--- src/rtl/load_store_pkg.sv ---
// -----------------------------------------------------------------------------
// load_store_pkg
//   Shared types and constants for the load/store unit.
//   - lsu_state_t : transaction FSM states
//   - LB/LH/LW/LBU/LHU : RV32I load funct3 encodings
//   - SB/SH/SW         : RV32I store funct3 encodings
// -----------------------------------------------------------------------------
package load_store_pkg;

    typedef enum logic [1:0] {
        IDLE    = 2'd0,
        ACCESS  = 2'd1,
        CAPTURE = 2'd2,
        RESP    = 2'd3
    } lsu_state_t;

    localparam logic [2:0] LB  = 3'b000;
    localparam logic [2:0] LH  = 3'b001;
    localparam logic [2:0] LW  = 3'b010;
    localparam logic [2:0] LBU = 3'b100;
    localparam logic [2:0] LHU = 3'b101;

    localparam logic [2:0] SB  = 3'b000;
    localparam logic [2:0] SH  = 3'b001;
    localparam logic [2:0] SW  = 3'b010;

endpackage

--- src/rtl/load_store_unit_if.sv ---
// -----------------------------------------------------------------------------
// load_store_unit_if
//   Core-side request/response handshake of the load/store unit.
//   Request : req_valid, req_ready, req_write, req_funct3, req_address,
//             req_wdata
//   Response: rsp_valid, rsp_ready, rsp_rdata, rsp_error
//   modport master : the core (issues requests, consumes responses)
//   modport slave  : the load/store unit
// -----------------------------------------------------------------------------
interface load_store_unit_if;

    logic        req_valid;
    logic        req_ready;
    logic        req_write;
    logic [2:0]  req_funct3;
    logic [31:0] req_address;
    logic [31:0] req_wdata;

    logic        rsp_valid;
    logic        rsp_ready;
    logic [31:0] rsp_rdata;
    logic        rsp_error;

    modport master (
        output req_valid,
        output req_write,
        output req_funct3,
        output req_address,
        output req_wdata,
        output rsp_ready,
        input  req_ready,
        input  rsp_valid,
        input  rsp_rdata,
        input  rsp_error
    );

    modport slave (
        input  req_valid,
        input  req_write,
        input  req_funct3,
        input  req_address,
        input  req_wdata,
        input  rsp_ready,
        output req_ready,
        output rsp_valid,
        output rsp_rdata,
        output rsp_error
    );

endinterface

--- src/rtl/load_store_align_check.sv ---
// -----------------------------------------------------------------------------
// load_store_align_check
//   Combinational legality check of a load/store request.
//   i_write   : 1 = store, 0 = load
//   i_funct3  : RV32I funct3
//   i_addr_lo : byte address bits [1:0]
//   o_illegal : misaligned access or unsupported funct3
// -----------------------------------------------------------------------------
module load_store_align_check
    import load_store_pkg::*;
(
    input  logic       i_write,
    input  logic [2:0] i_funct3,
    input  logic [1:0] i_addr_lo,
    output logic       o_illegal
);

    always_comb begin
        o_illegal = 1'b0;
        if (i_write) begin
            case (i_funct3)
                SB:      o_illegal = 1'b0;
                SH:      o_illegal = i_addr_lo[0];
                SW:      o_illegal = |i_addr_lo;
                default: o_illegal = 1'b1;
            endcase
        end else begin
            case (i_funct3)
                LB, LBU: o_illegal = 1'b0;
                LH, LHU: o_illegal = i_addr_lo[0];
                LW:      o_illegal = |i_addr_lo;
                default: o_illegal = 1'b1;
            endcase
        end
    end

endmodule

--- src/rtl/load_store_unit.sv ---
// -----------------------------------------------------------------------------
// load_store_unit
//   Initiator side of the data-memory port. Accepts one load/store at a time
//   from the core, drives the memory command, captures load data one cycle
//   after the access and returns a response. Misaligned or illegal requests
//   are answered with rsp_error and never reach memory (when CHECK_ALIGN=1).
//
//   clk            : system clock, rising edge
//   reset          : asynchronous, active-low
//   bus            : core handshake (load_store_unit_if.slave)
//   funct3         : access size/sign to memory
//   dmem_wren      : write strobe to memory (ACCESS cycle of a store only)
//   dmem_address   : byte address to memory
//   dmem_data_in   : store data to memory
//   dmem_data_out  : load data from memory, valid the cycle after ACCESS
//   load_count     : completed non-error loads (wraps)
//   store_count    : completed non-error stores (wraps)
// -----------------------------------------------------------------------------
module load_store_unit
    import load_store_pkg::*;
#(
    parameter bit CHECK_ALIGN = 1'b1
) (
    input  logic                     clk,
    input  logic                     reset,
    load_store_unit_if.slave         bus,
    output logic [2:0]               funct3,
    output logic                     dmem_wren,
    output logic [31:0]              dmem_address,
    output logic [31:0]              dmem_data_in,
    input  logic [31:0]              dmem_data_out,
    output logic [31:0]              load_count,
    output logic [31:0]              store_count
);

    lsu_state_t  r_state;
    logic [31:0] r_addr;
    logic [2:0]  r_funct3;
    logic [31:0] r_wdata;
    logic        r_write;
    logic [31:0] r_rdata;
    logic        r_error;
    logic [31:0] r_load_count;
    logic [31:0] r_store_count;

    logic        w_illegal_raw;
    logic        w_illegal;

    load_store_align_check u_align_check (
        .i_write   (bus.req_write),
        .i_funct3  (bus.req_funct3),
        .i_addr_lo (bus.req_address[1:0]),
        .o_illegal (w_illegal_raw)
    );

    assign w_illegal = CHECK_ALIGN ? w_illegal_raw : 1'b0;

    always_ff @(posedge clk or negedge reset) begin
        if (!reset) begin
            r_state       <= IDLE;
            r_addr        <= '0;
            r_funct3      <= '0;
            r_wdata       <= '0;
            r_write       <= 1'b0;
            r_rdata       <= '0;
            r_error       <= 1'b0;
            r_load_count  <= '0;
            r_store_count <= '0;
        end else begin
            case (r_state)
                IDLE: begin
                    if (bus.req_valid) begin
                        r_addr   <= bus.req_address;
                        r_funct3 <= bus.req_funct3;
                        r_wdata  <= bus.req_wdata;
                        r_write  <= bus.req_write;
                        r_rdata  <= '0;
                        if (w_illegal) begin
                            r_error <= 1'b1;
                            r_state <= RESP;
                        end else begin
                            r_error <= 1'b0;
                            r_state <= ACCESS;
                        end
                    end
                end
                ACCESS: begin
                    // Memory samples the command (and writes) at this edge.
                    if (r_write) begin
                        r_rdata       <= '0;
                        r_store_count <= r_store_count + 32'd1;
                        r_state       <= RESP;
                    end else begin
                        r_state <= CAPTURE;
                    end
                end
                CAPTURE: begin
                    r_rdata      <= dmem_data_out;
                    r_load_count <= r_load_count + 32'd1;
                    r_state      <= RESP;
                end
                RESP: begin
                    if (bus.rsp_ready) begin
                        r_state <= IDLE;
                    end
                end
                default: r_state <= IDLE;
            endcase
        end
    end

    assign bus.req_ready = (r_state == IDLE);
    assign bus.rsp_valid = (r_state == RESP);
    assign bus.rsp_rdata = r_rdata;
    assign bus.rsp_error = r_error;

    // Decoded from state so that an asserted reset removes the strobe at once.
    assign dmem_wren    = (r_state == ACCESS) && r_write;
    assign funct3       = r_funct3;
    assign dmem_address = r_addr;
    assign dmem_data_in = r_wdata;

    assign load_count  = r_load_count;
    assign store_count = r_store_count;

endmodule

--- src/flat_wrapper.sv ---
// flat-port wrapper written by rule: the top's interface ports become plain ports
module load_store_unit_flat import load_store_pkg::*;
#(
    parameter bit CHECK_ALIGN = 1'b1
)
  (clk, reset, funct3, dmem_wren, dmem_address, dmem_data_in, dmem_data_out, load_count, store_count, bus_req_valid, bus_req_write, bus_req_funct3, bus_req_address, bus_req_wdata, bus_rsp_ready, bus_req_ready, bus_rsp_valid, bus_rsp_rdata, bus_rsp_error);
  load_store_unit_if bus_i ();
  input  logic clk;
  input  logic reset;
  output logic [2:0] funct3;
  output logic dmem_wren;
  output logic [31:0] dmem_address;
  output logic [31:0] dmem_data_in;
  input  logic [31:0] dmem_data_out;
  output logic [31:0] load_count;
  output logic [31:0] store_count;
  input wire logic [$bits(bus_i.req_valid)-1:0] bus_req_valid;
  input wire logic [$bits(bus_i.req_write)-1:0] bus_req_write;
  input wire logic [$bits(bus_i.req_funct3)-1:0] bus_req_funct3;
  input wire logic [$bits(bus_i.req_address)-1:0] bus_req_address;
  input wire logic [$bits(bus_i.req_wdata)-1:0] bus_req_wdata;
  input wire logic [$bits(bus_i.rsp_ready)-1:0] bus_rsp_ready;
  output wire logic [$bits(bus_i.req_ready)-1:0] bus_req_ready;
  output wire logic [$bits(bus_i.rsp_valid)-1:0] bus_rsp_valid;
  output wire logic [$bits(bus_i.rsp_rdata)-1:0] bus_rsp_rdata;
  output wire logic [$bits(bus_i.rsp_error)-1:0] bus_rsp_error;
  assign bus_i.req_valid = bus_req_valid;
  assign bus_i.req_write = bus_req_write;
  assign bus_i.req_funct3 = bus_req_funct3;
  assign bus_i.req_address = bus_req_address;
  assign bus_i.req_wdata = bus_req_wdata;
  assign bus_i.rsp_ready = bus_rsp_ready;
  assign bus_req_ready = bus_i.req_ready;
  assign bus_rsp_valid = bus_i.rsp_valid;
  assign bus_rsp_rdata = bus_i.rsp_rdata;
  assign bus_rsp_error = bus_i.rsp_error;
  load_store_unit #(.CHECK_ALIGN(CHECK_ALIGN)) u_core (.clk(clk), .reset(reset), .bus(bus_i), .funct3(funct3), .dmem_wren(dmem_wren), .dmem_address(dmem_address), .dmem_data_in(dmem_data_in), .dmem_data_out(dmem_data_out), .load_count(load_count), .store_count(store_count));
endmodule
--- config.mk ---
export PLATFORM = sky130hd
export DESIGN_NAME = load_store_unit_flat
export DESIGN_NICKNAME = d
export VERILOG_FILES = /design/src/rtl/load_store_pkg.sv /design/src/rtl/load_store_unit_if.sv /design/src/rtl/load_store_align_check.sv /design/src/rtl/load_store_unit.sv /design/src/flat_wrapper.sv
export SDC_FILE = /design/constraint.sdc
export NUM_CORES = 1
export LEC_CHECK = 0
export ABC_AREA = 1
export ABC_CLOCK_PERIOD_IN_PS = 4500
export CELL_PAD_IN_SITES_DETAIL_PLACEMENT = 1
export CELL_PAD_IN_SITES_GLOBAL_PLACEMENT = 1
export CORE_MARGIN = 2
export CORE_UTILIZATION = 29
export DETAILED_ROUTE_END_ITERATION = 12
export PLACE_DENSITY_LB_ADDON = 0.1
export SLEW_MARGIN = 10
export SYNTH_ARGS = -nofsm -noshare
export SYNTH_HDL_FRONTEND = slang
export SYNTH_SLANG_ARGS = --single-unit
--- constraint.sdc ---
create_clock -name clk -period 4.5 [get_ports clk]
set_input_delay 0.9 -clock clk [delete_from_list [all_inputs] [get_ports clk]]
set_output_delay 0.9 -clock clk [all_outputs]
set_load 0.1 [all_outputs]
### Word level (Yosys, flattened, before mapping)

Index checks and enable logic that the tools add are counted.

| word-level totals | value |
|---|---|
| input bits | 104 |
| flip-flop bits (word level) | 167 |
| output and inout bits | 167 |
| word-level logic and storage cells | 44 |

| cells by class | value |
|---|---|
| reductions and logical operators | 11 |
| mux-type cells | 12 |
| equal/unequal tests | 10 |
| add/subtract/negate cells | 2 |

Operator list:

| cell | number |
|---|---|
| one-hot mux 32 bit (3 select lines) | 1 |
| adder 32 x 1 -> 32 bit, second input constant | 2 |
| two-way mux 32 bit | 2 |
| one-hot mux 2 bit (4 select lines) | 1 |
| equality test 3 bit, second input constant | 2 |
| two-way mux 2 bit | 3 |
| one-hot mux 1 bit (3 select lines) | 2 |
| AND reduction 2 bit | 3 |
| OR reduction 2 bit | 3 |
| equality test 2 bit, second input constant | 2 |
| inequality test 2 bit, second input constant | 2 |
| equality test 3 x 1 -> 1 bit, second input constant | 1 |
| equality test 3 x 2 -> 1 bit, second input constant | 1 |
| zero test 3 bit | 1 |
| two-way mux 1 bit | 3 |
| AND reduction 3 bit | 1 |
| nonzero test 3 bit | 1 |
| equality test 2 x 1 -> 1 bit, second input constant | 1 |
| zero test 2 bit | 1 |
| inequality test 2 x 1 -> 1 bit, second input constant | 1 |
| logical AND 1 bit | 1 |

### Logic depth before layout (Yosys ltp)

| logic depth | value |
|---|---|
| word-level depth | 7 |
| mapped depth | 11 |
| mapped depth without buffers | 11 |

### By module

Synthesis repeated with hierarchy kept, for this count alone.

| unflattened totals | value |
|---|---|
| cells, all modules | 755 |
| area, all modules | 7,549.7 um2 |

Modules (own cells, without submodules):

| module | cells each | seq. area each (um2) | area each (um2) | times used |
|---|---|---|---|---|
| load_store_unit | 746 | 4,179.0 | 7,514.7 | 1 |
| load_store_align_check | 9 | 0.0 | 35.0 | 1 |

### Least setup slack after synthesis

OpenSTA, ideal clock, no wires.

| path | value |
|---|---|
| path type | register to output |
| start | register u_core.r_state[1] |
| end | output dmem_wren |
| data required time | 3.600 ns |
| stages on the path, launching flop included | 6 |
| data arrival time | 1.656 ns |
| setup slack | 1.944 ns |
| path through | dfrtp_1 -> inv_1 -> ha_1 -> nand2_2 -> buf_4 -> clkinv_1 |

| between the ends | value |
|---|---|
| cells in the longest elaborated chain, start to end | 2 |

RTL lines:

| item | RTL line | source |
|---|---|---|
| start: declaration | load_store_unit.sv:36 | `lsu_state_t r_state;` |
| start signal: assignment | load_store_unit.sv:60 | `r_state <= IDLE;` |
| start signal: assignment | load_store_unit.sv:80 | `r_state <= RESP;` |
| start signal: assignment | load_store_unit.sv:83 | `r_state <= ACCESS;` |
| equality test 2 x 1 -> 1 bit | load_store_unit.sv:118 | `assign dmem_wren = (r_state == ACCESS) && r_write;` |
| logical AND 1 bit | load_store_unit.sv:118 |  |
| end: declaration | flat_wrapper.sv:11 | `output logic dmem_wren;` |

Every way passes these cells.

### Worst setup path in the final report

| path | value |
|---|---|
| start | register u_core.r_state[0] |
| end | output bus_req_ready |

| between the ends | value |
|---|---|
| cells in the longest elaborated chain, start to end | 1 |

RTL lines:

| item | RTL line | source |
|---|---|---|
| zero test 2 bit | load_store_unit.sv:112 | `assign bus.req_ready = (r_state == IDLE);` |
| end: declaration | flat_wrapper.sv:23 | `output wire logic [$bits(bus_i.req_ready)-1:0] bus_req_ready;` |

Every way passes these cells.

==> results.txt <==
----------------------------------------------------
[Outcome]
  Status ... finished, final reports clean

[Timing]
  Final Max Slew Viols ... 0
  Minimum hold slack ... 0.4763 ns
  Time the final worst path needs with I/O delays and setup ... 3.388 ns
  Hold Fails Final Rpt ... 0
  Unrepaired setup endpoints after global routing ... false
  Max Freq ... 0.2951 GHz
  Max-slew headroom at the worst pin ... 26.37%
  Finish-stage setup viols ... 0
  Worst-margin pin slew ... 1.101 ns
  Summed negative setup slack over all endpoints ... 0 ns
  Clock Skew ... 0.01474 ns
  Period Utilization, post-route ... 75.30%

[Synthesis]
  Mapped Area ... a little under 8000 um2
  Number of synthesized register bits ... 167
  Register area share after synthesis ... 53.75%
  Number of unique standard cell types used by synthesis ... 35
  Cells after Synth ... 935
  Fraction of synthesis flops using an asynchronous set or reset pin ... 100.0%
  Most used flip-flop cell after synthesis ... sky130_fd_sc_hd__dfrtp_1
  Number of enable-type register cells in the synthesized netlist ... 0
  Count of synthesis-stage warnings from yosys ... 0
  Nets in the synthesized netlist ... between 1000 and 1500
  Synth Area per Inst ... 8.315 um2

[Global route]
  Wire length of the first global-routing pass ... 40030 um
  Number of global-route vias before repair ... 7272
  Maximum number of pins on one net before global-route repair ... 86
  Sum of overflow across all layers after global routing ... 0
  Antenna violations before repair ... 3
  Global-route usage over all layers ... 17.97%

[Floorplanning]
  Row count ... 59
  Die width ... 167.7 um
  Area of the die ... 28140 um2
  DIE HEIGHT ... 167.7 um
  Area of the core ... about 26000 um2
  Top Ports ... 271
  Initial Util ... ~30%

[Setup path]
  Critical Path Start Type ... flip-flop
  Delay-heaviest family, CP ... buffers and inverters
  Crit path largest cell delay ... 1.21 ns
  Critical-path top delay cell ... sky130_fd_sc_hd__clkdlybuf4s50_1
  Crit Path Category ... flip-flop to output port
  CP Max Fanout ... 4
  CP cell instances ... inv_1 -> ha_1 -> clkdlybuf4s50_1
  Arrival time worst endpoint ... 2.49 ns
  Data required time at the worst endpoint ... 3.60 ns
  Nature of the critical path endpoint ... output port
  Worst Path Buf+Inv ... 2

[Layout]
  Area growth from synthesis to final layout ... 47.89%
  Final Non-Filler Cells ... about 1600
  Fillers ... 3046
  Number of inserted diodes ... 0
  Fraction of layout cells with a size suffix above 1 ... 7.307%
  Utilization of the core after routing ... ~44%
  Number of nets in the finished design ... 1316

[Routing]
  Remaining routing DRC violations ... 0
  Violation count after the first detailed-routing iteration ... 270
  Via total after detailed routing ... 6911
  Count of antenna-violating nets left after detailed routing ... 0
  Routed WL per cell ... 15.89 um
  Initial DRT Pass Iterations ... 4
  Avg Vias per Cell ... 4.450
  Routed Wire Length ... 24670 um

[Place]
  Final weighted congestion in routability-driven placement ... roughly 0.75
  Port Buffer Count ... 270
  Total instance count after detailed placement ... 1521
  HPWL Detailed ... 18080 um

[CTS]
  Clock tree from TritonCTS ... done
  Maximum level of the CTS H-tree ... 4
  TritonCTS Sinks ... between 150 and 200
  Later-pin clock latency in the skew report ... 0.42 ns
  Buffer type at the clock tree root ... sky130_fd_sc_hd__clkbuf_16
  Buffers inserted during post-CTS setup optimization ... 0
  Inserted Clock Buffers ... 17
  Maximum clock path buffer count ... 2
  Total of hold buffers inserted after clock tree synthesis ... 0
  Quantity of gates resized following cts ... 0
  Worst-path clk slew ... around 0.070 ns

[Pwr]
  Peak supply drop ... 0.5689 mV
  Total power divided by cell area ... 770.1 nW/um2
  Leakage power of the design ... 5.390 nW

[Run]
  Max Cap Violations ... 0

[Min path]
  Class of the tightest hold or removal check ... flip-flop to flip-flop

----------------------------------------------------
## cell type report
| type | instances | area (um2) | area share [%] |
|---|---|---|---|
| sequential | 167 | 4179 | 36.34 |
| tap | 335 | 419.2 | 3.645 |
| multi-input combinational | 638 | 3104 | 27.00 |
| inverter | 105 | 394.1 | 3.428 |
| clock buffer | 18 | 439.2 | 3.819 |
| clock inverter | 14 | 203.9 | 1.774 |
| timing repair buffer | 276 | 2759 | 23.99 |
## synth_stat cells, types with 5 or more instances
master                     number  area share (%)
sky130_fd_sc_hd__o21ai_0       36             2.3
sky130_fd_sc_hd__nor2_4        12             1.7
sky130_fd_sc_hd__nor3_1         7            0.45
sky130_fd_sc_hd__xnor2_1       10             1.1
sky130_fd_sc_hd__nand3_1       66             4.2
sky130_fd_sc_hd__nor2_1        53             2.6
sky130_fd_sc_hd__nor2_2         9            0.72
sky130_fd_sc_hd__nand2_2        8            0.64
sky130_fd_sc_hd__xor2_1        26             2.9
sky130_fd_sc_hd__inv_1        101             4.9
sky130_fd_sc_hd__ha_1           7             1.1
sky130_fd_sc_hd__buf_2          8            0.51
sky130_fd_sc_hd__nor3_2         5            0.64
sky130_fd_sc_hd__dfrtp_1      167              54
sky130_fd_sc_hd__nand4_1        9            0.72
sky130_fd_sc_hd__clkbuf_1      14            0.68
sky130_fd_sc_hd__nand2_1      366              18
## routing by layer
layer  vias up  routed length, um  GRT usage [%]
li1       3413                  -              -
met1      3295              10800          22.24
met2       176              11650          29.54
met3        23               1859          6.783
met4         4                332          4.688
met5         -                 25              0
## worst paths after layout
kind | startpoint | end | cells after the start | slack (ns)
worst max-delay path | u_core.r_state[0]$_DFFE_PN0P_ | bus_req_ready | 3 | 1.11
min in group asynchronous | reset | u_core.store_count[17]$_DFFE_PN0P_ | 1 | 0.51
worst min register to register | u_core.dmem_address[15]$_DFFE_PN0P_ | u_core.dmem_address[15]$_DFFE_PN0P_ | 2 | 0.48
worst max register to register | u_core.r_state[0]$_DFFE_PN0P_ | u_core.load_count[26]$_DFFE_PN0N_ | 9 | 2.46
worst min-delay path | u_core.dmem_address[15]$_DFFE_PN0P_ | u_core.dmem_address[15]$_DFFE_PN0P_ | 2 | 0.48
max in group asynchronous | reset | u_core.store_count[6]$_DFFE_PN0P_ | 2 | 2.99
## registers in the layout, indices dropped and copies added, names as in the netlist
| signal | count |
|---|---|
| u_core.r_write | 1 |
| u_core.funct3 | 3 |
| u_core.r_state | 2 |
| u_core.bus.rsp_error | 1 |
| u_core.bus.rsp_rdata | 32 |
| u_core.store_count | 32 |
| u_core.dmem_data_in | 32 |
| u_core.load_count | 32 |
| u_core.dmem_address | 32 |
## cells by family (layout without fill, tap and decap cells)
group / after synthesis / after routing / synth area share (%)
AOI/OAI and AO/OA: 47 / 47 / 3.138
xor gates and xnor gates: 37 / 37 / 4.265
adders and majority gates: 7 / 7 / 1.126
buffers and inverters: 130 / 413 / 6.453
DFF: 167 / 167 / 53.75
muxes: 1 / 1 / 0.1448
and+or+nand+nor: 546 / 546 / 31.12
## worst register-to-register path, delay by kind of cell (launching register included)
family,cells,cell delay [ns]
DFF,1,0.42
and+or+nand+nor,7,0.92
buffers and inverters,1,0.15
adders and majority gates,1,0.45
## metrics by stage
| stage | total power, mW | setup slack (ns) | area [um2] |
|---|---|---|---|
| 2_1_floorplan | 5.946 | 1.944 | 7775 |
| 3_3_place_gp | 7.237 | 1.597 | 10860 |
| 3_5_place_dp | 7.284 | 1.579 | 10860 |
| 4_1_cts | 8.969 | 1.082 | 11500 |
| 5_1_grt | 9.259 | 1.029 | 11500 |
| 6_report | 8.855 | 1.112 | 11500 |
## power by group
| group | internal [mW] | switching (mW) | total, mW |
|---|---|---|---|
| sequential | 1.92 | 0.281 | 2.20 |
| clock | 0.921 | 0.709 | 1.63 |
| combinational | 1.05 | 3.97 | 5.03 |
| total | 3.89 | 4.96 | 8.86 |
## cell usage in the layout (no fill, tap or decap), types with 2 or more instances in the layout
cell type,count
sky130_fd_sc_hd__nor2_2,9
sky130_fd_sc_hd__o21ai_0,36
sky130_fd_sc_hd__a21oi_1,4
sky130_fd_sc_hd__nand2_2,9
sky130_fd_sc_hd__ha_1,7
sky130_fd_sc_hd__bufinv_16,3
sky130_fd_sc_hd__inv_2,3
sky130_fd_sc_hd__buf_4,6
sky130_fd_sc_hd__nor2_4,12
sky130_fd_sc_hd__nand3_1,66
sky130_fd_sc_hd__inv_8,4
sky130_fd_sc_hd__nand3b_1,2
sky130_fd_sc_hd__nor3_1,7
sky130_fd_sc_hd__nor2_8,2
sky130_fd_sc_hd__nand3_2,2
sky130_fd_sc_hd__nand2_4,2
sky130_fd_sc_hd__nor3_2,5
sky130_fd_sc_hd__nor2_1,53
sky130_fd_sc_hd__nand4_1,9
sky130_fd_sc_hd__xor2_1,26
sky130_fd_sc_hd__inv_1,101
sky130_fd_sc_hd__nand2_1,365
sky130_fd_sc_hd__dfrtp_1,167
sky130_fd_sc_hd__inv_6,5
sky130_fd_sc_hd__clkbuf_16,17
sky130_fd_sc_hd__clkdlybuf4s50_1,268
sky130_fd_sc_hd__xnor2_1,10
sky130_fd_sc_hd__o21ai_1,4
Note: power is estimated with default switching activity, not from simulation.
